`src/rtl/rr_arbiter_4x2.sv`:
```
// Four-client round-robin arbiter with grant-hold and bounded-tenure preemption.
// Registered one-hot grant plus its binary index; a sole requester may hold indefinitely.
module rr_arbiter_4x2 #(
    parameter int unsigned MAX_HOLD = 8,
    parameter int unsigned CNT_W    = $clog2(MAX_HOLD)
) (
    input  logic       clk,
    input  logic       rst_n,
    input  logic [3:0] req,
    output logic [3:0] grant,
    output logic [1:0] grant_id,
    output logic       grant_valid,
    output logic       preempt
);

    localparam logic [CNT_W-1:0] HOLD_LAST = CNT_W'(MAX_HOLD - 1);

    typedef enum logic {IDLE, OWNED} state_t;

    state_t           state, state_nxt;
    logic [1:0]       ptr, ptr_nxt;
    logic [1:0]       owner, owner_nxt;
    logic [CNT_W-1:0] hold_cnt, hold_cnt_nxt;
    logic [3:0]       grant_nxt;
    logic [1:0]       grant_id_nxt;
    logic             grant_valid_nxt;
    logic             preempt_nxt;

    logic [2:0]       pick_all, pick_oth;
    logic [3:0]       others;
    logic             new_grant;
    logic [1:0]       winner;

    // First set bit of cand scanning from p upward with 2-bit wrap; MSB flags "found".
    function automatic logic [2:0] pick(input logic [3:0] cand, input logic [1:0] p);
        logic [2:0] res;
        logic [1:0] idx;
        res = 3'b000;
        for (int i = 0; i < 4; i++) begin
            idx = p + 2'(i);
            if (!res[2] && cand[idx]) begin
                res = {1'b1, idx};
            end
        end
        return res;
    endfunction

    always_comb begin
        others   = req & ~(4'b0001 << owner);
        pick_all = pick(req, ptr);
        pick_oth = pick(others, ptr);
    end

    // Next-state and registered-output decode.
    always_comb begin
        state_nxt       = state;
        ptr_nxt         = ptr;
        owner_nxt       = owner;
        hold_cnt_nxt    = hold_cnt;
        grant_nxt       = grant;
        grant_id_nxt    = grant_id;
        grant_valid_nxt = grant_valid;
        preempt_nxt     = 1'b0;
        new_grant       = 1'b0;
        winner          = 2'd0;

        case (state)
            IDLE: begin
                if (pick_all[2]) begin
                    new_grant = 1'b1;
                    winner    = pick_all[1:0];
                end
            end
            OWNED: begin
                if (!req[owner]) begin
                    if (pick_all[2]) begin
                        new_grant = 1'b1;
                        winner    = pick_all[1:0];
                    end else begin
                        state_nxt       = IDLE;
                        grant_nxt       = 4'b0000;
                        grant_id_nxt    = 2'd0;
                        grant_valid_nxt = 1'b0;
                    end
                end else if (hold_cnt == HOLD_LAST && pick_oth[2]) begin
                    new_grant   = 1'b1;
                    winner      = pick_oth[1:0];
                    preempt_nxt = 1'b1;
                end else if (hold_cnt != HOLD_LAST) begin
                    hold_cnt_nxt = hold_cnt + CNT_W'(1);
                end
            end
            default: state_nxt = IDLE;
        endcase

        if (new_grant) begin
            state_nxt       = OWNED;
            owner_nxt       = winner;
            hold_cnt_nxt    = '0;
            ptr_nxt         = winner + 2'd1;
            grant_nxt       = 4'b0001 << winner;
            grant_id_nxt    = winner;
            grant_valid_nxt = 1'b1;
        end
    end

    always_ff @(posedge clk or negedge rst_n) begin
        if (!rst_n) begin
            state       <= IDLE;
            ptr         <= 2'd0;
            owner       <= 2'd0;
            hold_cnt    <= '0;
            grant       <= 4'b0000;
            grant_id    <= 2'd0;
            grant_valid <= 1'b0;
            preempt     <= 1'b0;
        end else begin
            state       <= state_nxt;
            ptr         <= ptr_nxt;
            owner       <= owner_nxt;
            hold_cnt    <= hold_cnt_nxt;
            grant       <= grant_nxt;
            grant_id    <= grant_id_nxt;
            grant_valid <= grant_valid_nxt;
            preempt     <= preempt_nxt;
        end
    end

endmodule

```
`config.mk`:
```
export PLATFORM = sky130hd
export DESIGN_NAME = rr_arbiter_4x2
export DESIGN_NICKNAME = d
export VERILOG_FILES = /design/src/rtl/rr_arbiter_4x2.sv
export SDC_FILE = /design/constraint.sdc
export NUM_CORES = 1
export LEC_CHECK = 0
export BUFFER_PORTS_ARGS = -buffer_cell sky130_fd_sc_hd__buf_2
export CAP_MARGIN = 20
export CORE_AREA = 10 10 56 69
export CTS_CLUSTER_SIZE = 10
export DETAILED_ROUTE_END_ITERATION = 8
export DIE_AREA = 0 0 66 79
export PLACE_DENSITY = 0.62
export SYNTH_ARGS = -nofsm -noshare
export SYNTH_HDL_FRONTEND = slang
export SYNTH_SLANG_ARGS = --single-unit
```
`constraint.sdc`:
```
create_clock -name clk -period 4.7 [get_ports clk]
set_input_delay 0.705 -clock clk [delete_from_list [all_inputs] [get_ports clk]]
set_output_delay 0.705 -clock clk [all_outputs]
set_load 0.03 [all_outputs]
```
==> flow_summary.html <==
<table>
<tr><th>Metric</th><th>Value</th></tr>
<tr><th colspan="2">Final layout</th></tr>
<tr><td>Most frequent standard cell in the layout excluding fill and tap cells</td><td>dfrtp_1</td></tr>
<tr><td>Leading cell types in the layout, fill and taps excluded</td><td>16 x dfrtp_1, 13 x buf_2, 9 x inv_1</td></tr>
<tr><td>Fraction of the core area covered by cells at the end of the flow</td><td>46.0%</td></tr>
<tr><td>Final cell count without fillers</td><td>156</td></tr>
<tr><td>Fraction of layout cells with a size suffix above 1</td><td>23.8%</td></tr>
<tr><td>Post-route design area</td><td>1200 sq um</td></tr>
<tr><td>Antenna Cells</td><td>0</td></tr>
<tr><td>Area Growth Syn to Fin</td><td>7.41%</td></tr>
<tr><td>Number of nets in the final layout</td><td>133</td></tr>
<tr><th colspan="2">Logic synthesis</th></tr>
<tr><td>Count of distinct cell types in the synthesized netlist</td><td>47</td></tr>
<tr><td>Register bit total from synthesis</td><td>16</td></tr>
<tr><td>Proportion of synthesized flip-flops having asynchronous set or reset</td><td>100%</td></tr>
<tr><td>Gate Count Post-Synth</td><td>112</td></tr>
<tr><td>Nets in the synthesized netlist</td><td>122</td></tr>
<tr><td>Number of synthesized flops with an enable pin</td><td>0</td></tr>
<tr><td>Synthesized area divided by synthesized cell count</td><td>9.95 sq um</td></tr>
<tr><td>Most instantiated flip-flop cell in the synthesis netlist</td><td>dfrtp_1</td></tr>
<tr><td>Register area share after synthesis</td><td>35.9%</td></tr>
<tr><td>Yosys warning total</td><td>0</td></tr>
<tr><td>Post-synthesis instance area</td><td>1110 sq um</td></tr>
<tr><th colspan="2">Clock network</th></tr>
<tr><td>Reg clk slew, reported paths</td><td>0.09 ns</td></tr>
<tr><td>Root Driver</td><td>clkbuf_4</td></tr>
<tr><td>Count of instances resized after the clock tree is built</td><td>0</td></tr>
<tr><td>Total setup buffers inserted after CTS</td><td>0</td></tr>
<tr><td>Number of buffers created by CTS</td><td>3</td></tr>
<tr><td>CTS tree</td><td>built</td></tr>
<tr><td>Total clock sinks</td><td>16</td></tr>
<tr><td>Later-pin clock latency in the skew report</td><td>0.29 ns</td></tr>
<tr><td>Number of H-tree levels</td><td>1</td></tr>
<tr><td>Buffer levels on the longest clock path</td><td>2</td></tr>
<tr><td>Cts hold-fix bufs</td><td>0</td></tr>
<tr><th colspan="2">Timing</th></tr>
<tr><td>Worst clock skew on the final layout</td><td>0.00511 ns</td></tr>
<tr><td>Fmax</td><td>431 MHz</td></tr>
<tr><td>Slew headroom</td><td>58.7%</td></tr>
<tr><td>Setup TNS after final layout</td><td>0 ns</td></tr>
<tr><td>Post-route clock period utilization</td><td>49.3%</td></tr>
<tr><td>Setup violations, final</td><td>0</td></tr>
<tr><td>Tightest Pin Transition</td><td>0.614 ns</td></tr>
<tr><td>Number of slew-limit violations in the final report</td><td>0</td></tr>
<tr><td>Number of hold violations in the final report</td><td>0</td></tr>
<tr><td>Post-Route Hold Slack</td><td>0.309 ns</td></tr>
<tr><td>Unrepaired setup endpoints after global routing</td><td>false</td></tr>
<tr><td>Worst Slack Setup Final</td><td>2.38 ns</td></tr>
<tr><td>Tmin final</td><td>2.32 ns</td></tr>
<tr><th colspan="2">Die</th></tr>
<tr><td>Count of standard-cell rows</td><td>21</td></tr>
<tr><td>Die width</td><td>66 microns</td></tr>
<tr><td>Height of the chip</td><td>79 microns</td></tr>
<tr><td>Top-level port count</td><td>14</td></tr>
<tr><td>Initial core utilization</td><td>42.9%</td></tr>
<tr><td>Area of the core region</td><td>2600 sq um</td></tr>
<tr><td>Full die area</td><td>5210 sq um</td></tr>
<tr><th colspan="2">Route</th></tr>
<tr><td>Vias/cell</td><td>5.78</td></tr>
<tr><td>Overall via count from detail_route</td><td>901</td></tr>
<tr><td>Total iterations of the first detailed-routing run</td><td>4</td></tr>
<tr><td>1st-iter DRT viols</td><td>26</td></tr>
<tr><td>Detailed-route wire length per cell</td><td>15.3 microns</td></tr>
<tr><td>Drt total wl</td><td>2.39 mm</td></tr>
<tr><td>ANT nets after route</td><td>0</td></tr>
<tr><td>Residual DRC count</td><td>0</td></tr>
<tr><th colspan="2">Placement</th></tr>
<tr><td>DP Cell Count</td><td>152</td></tr>
<tr><td>Dpl ws</td><td>2.21 ns</td></tr>
<tr><td>RePlAce Congestion</td><td>0.809</td></tr>
<tr><td>Post-DP Area</td><td>1160 sq um</td></tr>
<tr><td>Detailed placement HPWL</td><td>1.84 mm</td></tr>
<tr><td>I/O Buffers</td><td>13</td></tr>
<tr><th colspan="2">Global routing</th></tr>
<tr><td>GRT Overall Usage</td><td>9.44%</td></tr>
<tr><td>Initial antenna violation count</td><td>0</td></tr>
<tr><td>Maximum number of pins on one net before global-route repair</td><td>20</td></tr>
<tr><td>Via count of the first global-routing pass</td><td>896</td></tr>
<tr><td>Congestion Overflow GR</td><td>0</td></tr>
<tr><td>Global-route wire length before repair</td><td>4.10 mm</td></tr>
<tr><th colspan="2">Setup path</th></tr>
<tr><td>Data required time of the critical path</td><td>4.88 ns</td></tr>
<tr><td>Type of origin of the critical path</td><td>flop</td></tr>
<tr><td>Critical Setup Path Class</td><td>flop to flop</td></tr>
<tr><td>Maximum fanout along the worst path</td><td>19</td></tr>
<tr><td>Worst EP arrival</td><td>2.50 ns</td></tr>
<tr><td>Type of destination of the critical path</td><td>flop</td></tr>
<tr><th colspan="2">Job</th></tr>
<tr><td>Max capacitance violation total</td><td>0</td></tr>
<tr><th colspan="2">Power and ir drop</th></tr>
<tr><td>Power Dens Cells</td><td>676 nW/um^2</td></tr>
<tr><td>Overall power</td><td>0.809 mW</td></tr>
<tr><td>P_leak</td><td>0.564 nW</td></tr>
<tr><td>Maximum vdd ir drop</td><td>0.000340 V</td></tr>
<tr><th colspan="2">Run status</th></tr>
<tr><td>Outcome</td><td>finished clean</td></tr>
<tr><th colspan="2">Worst hold path</th></tr>
<tr><td>Path category of the worst min-delay check</td><td>input port to asynchronous set/reset pin</td></tr>
</table>
## path summary, 6_finish.rpt
kind / to / depth (start not counted) / from / slack (ns)
max: grant[2] / 8 / owner[1] / 2.38
min reg2reg: grant_id[1] / 1 / grant_id[1] / 0.49
max in group asynchronous: grant[0] / 1 / rst_n / 4.14
min: grant_id[1] / 1 / rst_n / 0.31
min in group clk: grant_id[1] / 1 / grant_id[1] / 0.49
max reg2reg: grant[2] / 8 / owner[1] / 2.38
## cell usage after synthesis, types with 2 or more instances
| library cell | count | area, sq um |
|---|---|---|
| inv_1 | 9 | 33.8 |
| a21oi_1 | 7 | 35.0 |
| a21o_1 | 3 | 22.5 |
| o21ai_0 | 7 | 35.0 |
| buf_6 | 3 | 33.8 |
| dfrtp_1 | 16 | 400 |
| nor2_2 | 2 | 12.5 |
| o221ai_1 | 2 | 17.5 |
| and3_1 | 2 | 12.5 |
| mux2i_1 | 3 | 30.0 |
| o211ai_1 | 3 | 22.5 |
| buf_4 | 3 | 22.5 |
| nand2_1 | 7 | 26.3 |
| nand2b_1 | 2 | 12.5 |
| a22o_1 | 5 | 43.8 |
| nor2_1 | 4 | 15.0 |
| ha_1 | 4 | 50.1 |
## metal layers
layer	routed length, microns	GRT usage, %
met1	1050	11.1
met2	1150	16.2
met3	139	1.83
met4	44	3.78
met5	0	0
## power by group
part,total [mW],internal (mW),switching [mW]
clock,0.0877,0.0472,0.0405
combinational,0.452,0.198,0.254
sequential,0.269,0.193,0.0759
## kinds of logic (layout without fill, tap and decap cells)
| family | count (synthesis) | in the layout | share of synthesized area (%) |
|---|---|---|---|
| AOI/OAI and AO/OA | 46 | 46 | 32.4 |
| and+or+nand+nor | 24 | 24 | 13.4 |
| buffers and inverters | 17 | 27 | 8.87 |
| DFF | 16 | 16 | 35.9 |
| adders and majority gates | 5 | 5 | 5.39 |
| muxes | 4 | 4 | 4.04 |
## critical path, cell delays in order, from the launching register on
cell and delay (ns):
dfrtp_1 0.70, a21boi_1 0.23, o2111ai_1 0.25, o221ai_1 0.15, a21o_1 0.20, a22oi_2 0.22, inv_1 0.08, ha_1 0.20
a22o_1 0.19
## area by class of cell
cell class                      instances  area [sq um]
Tap cell                               34          42.5
Clock buffer                            4          36.3
Fill cell                             257          1400
Multi-Input combinational cell         79           616
Timing Repair Buffer                   13          65.1
Sequential cell                        16           400
Inverter                               10          37.5
## registers in the layout, indices dropped and copies added, names as in the netlist
signal,flops
grant_id,2
ptr,2
owner,2
preempt,1
grant_valid,1
grant,4
state,1
hold_cnt,3
(Power assumes the default switching activity.)
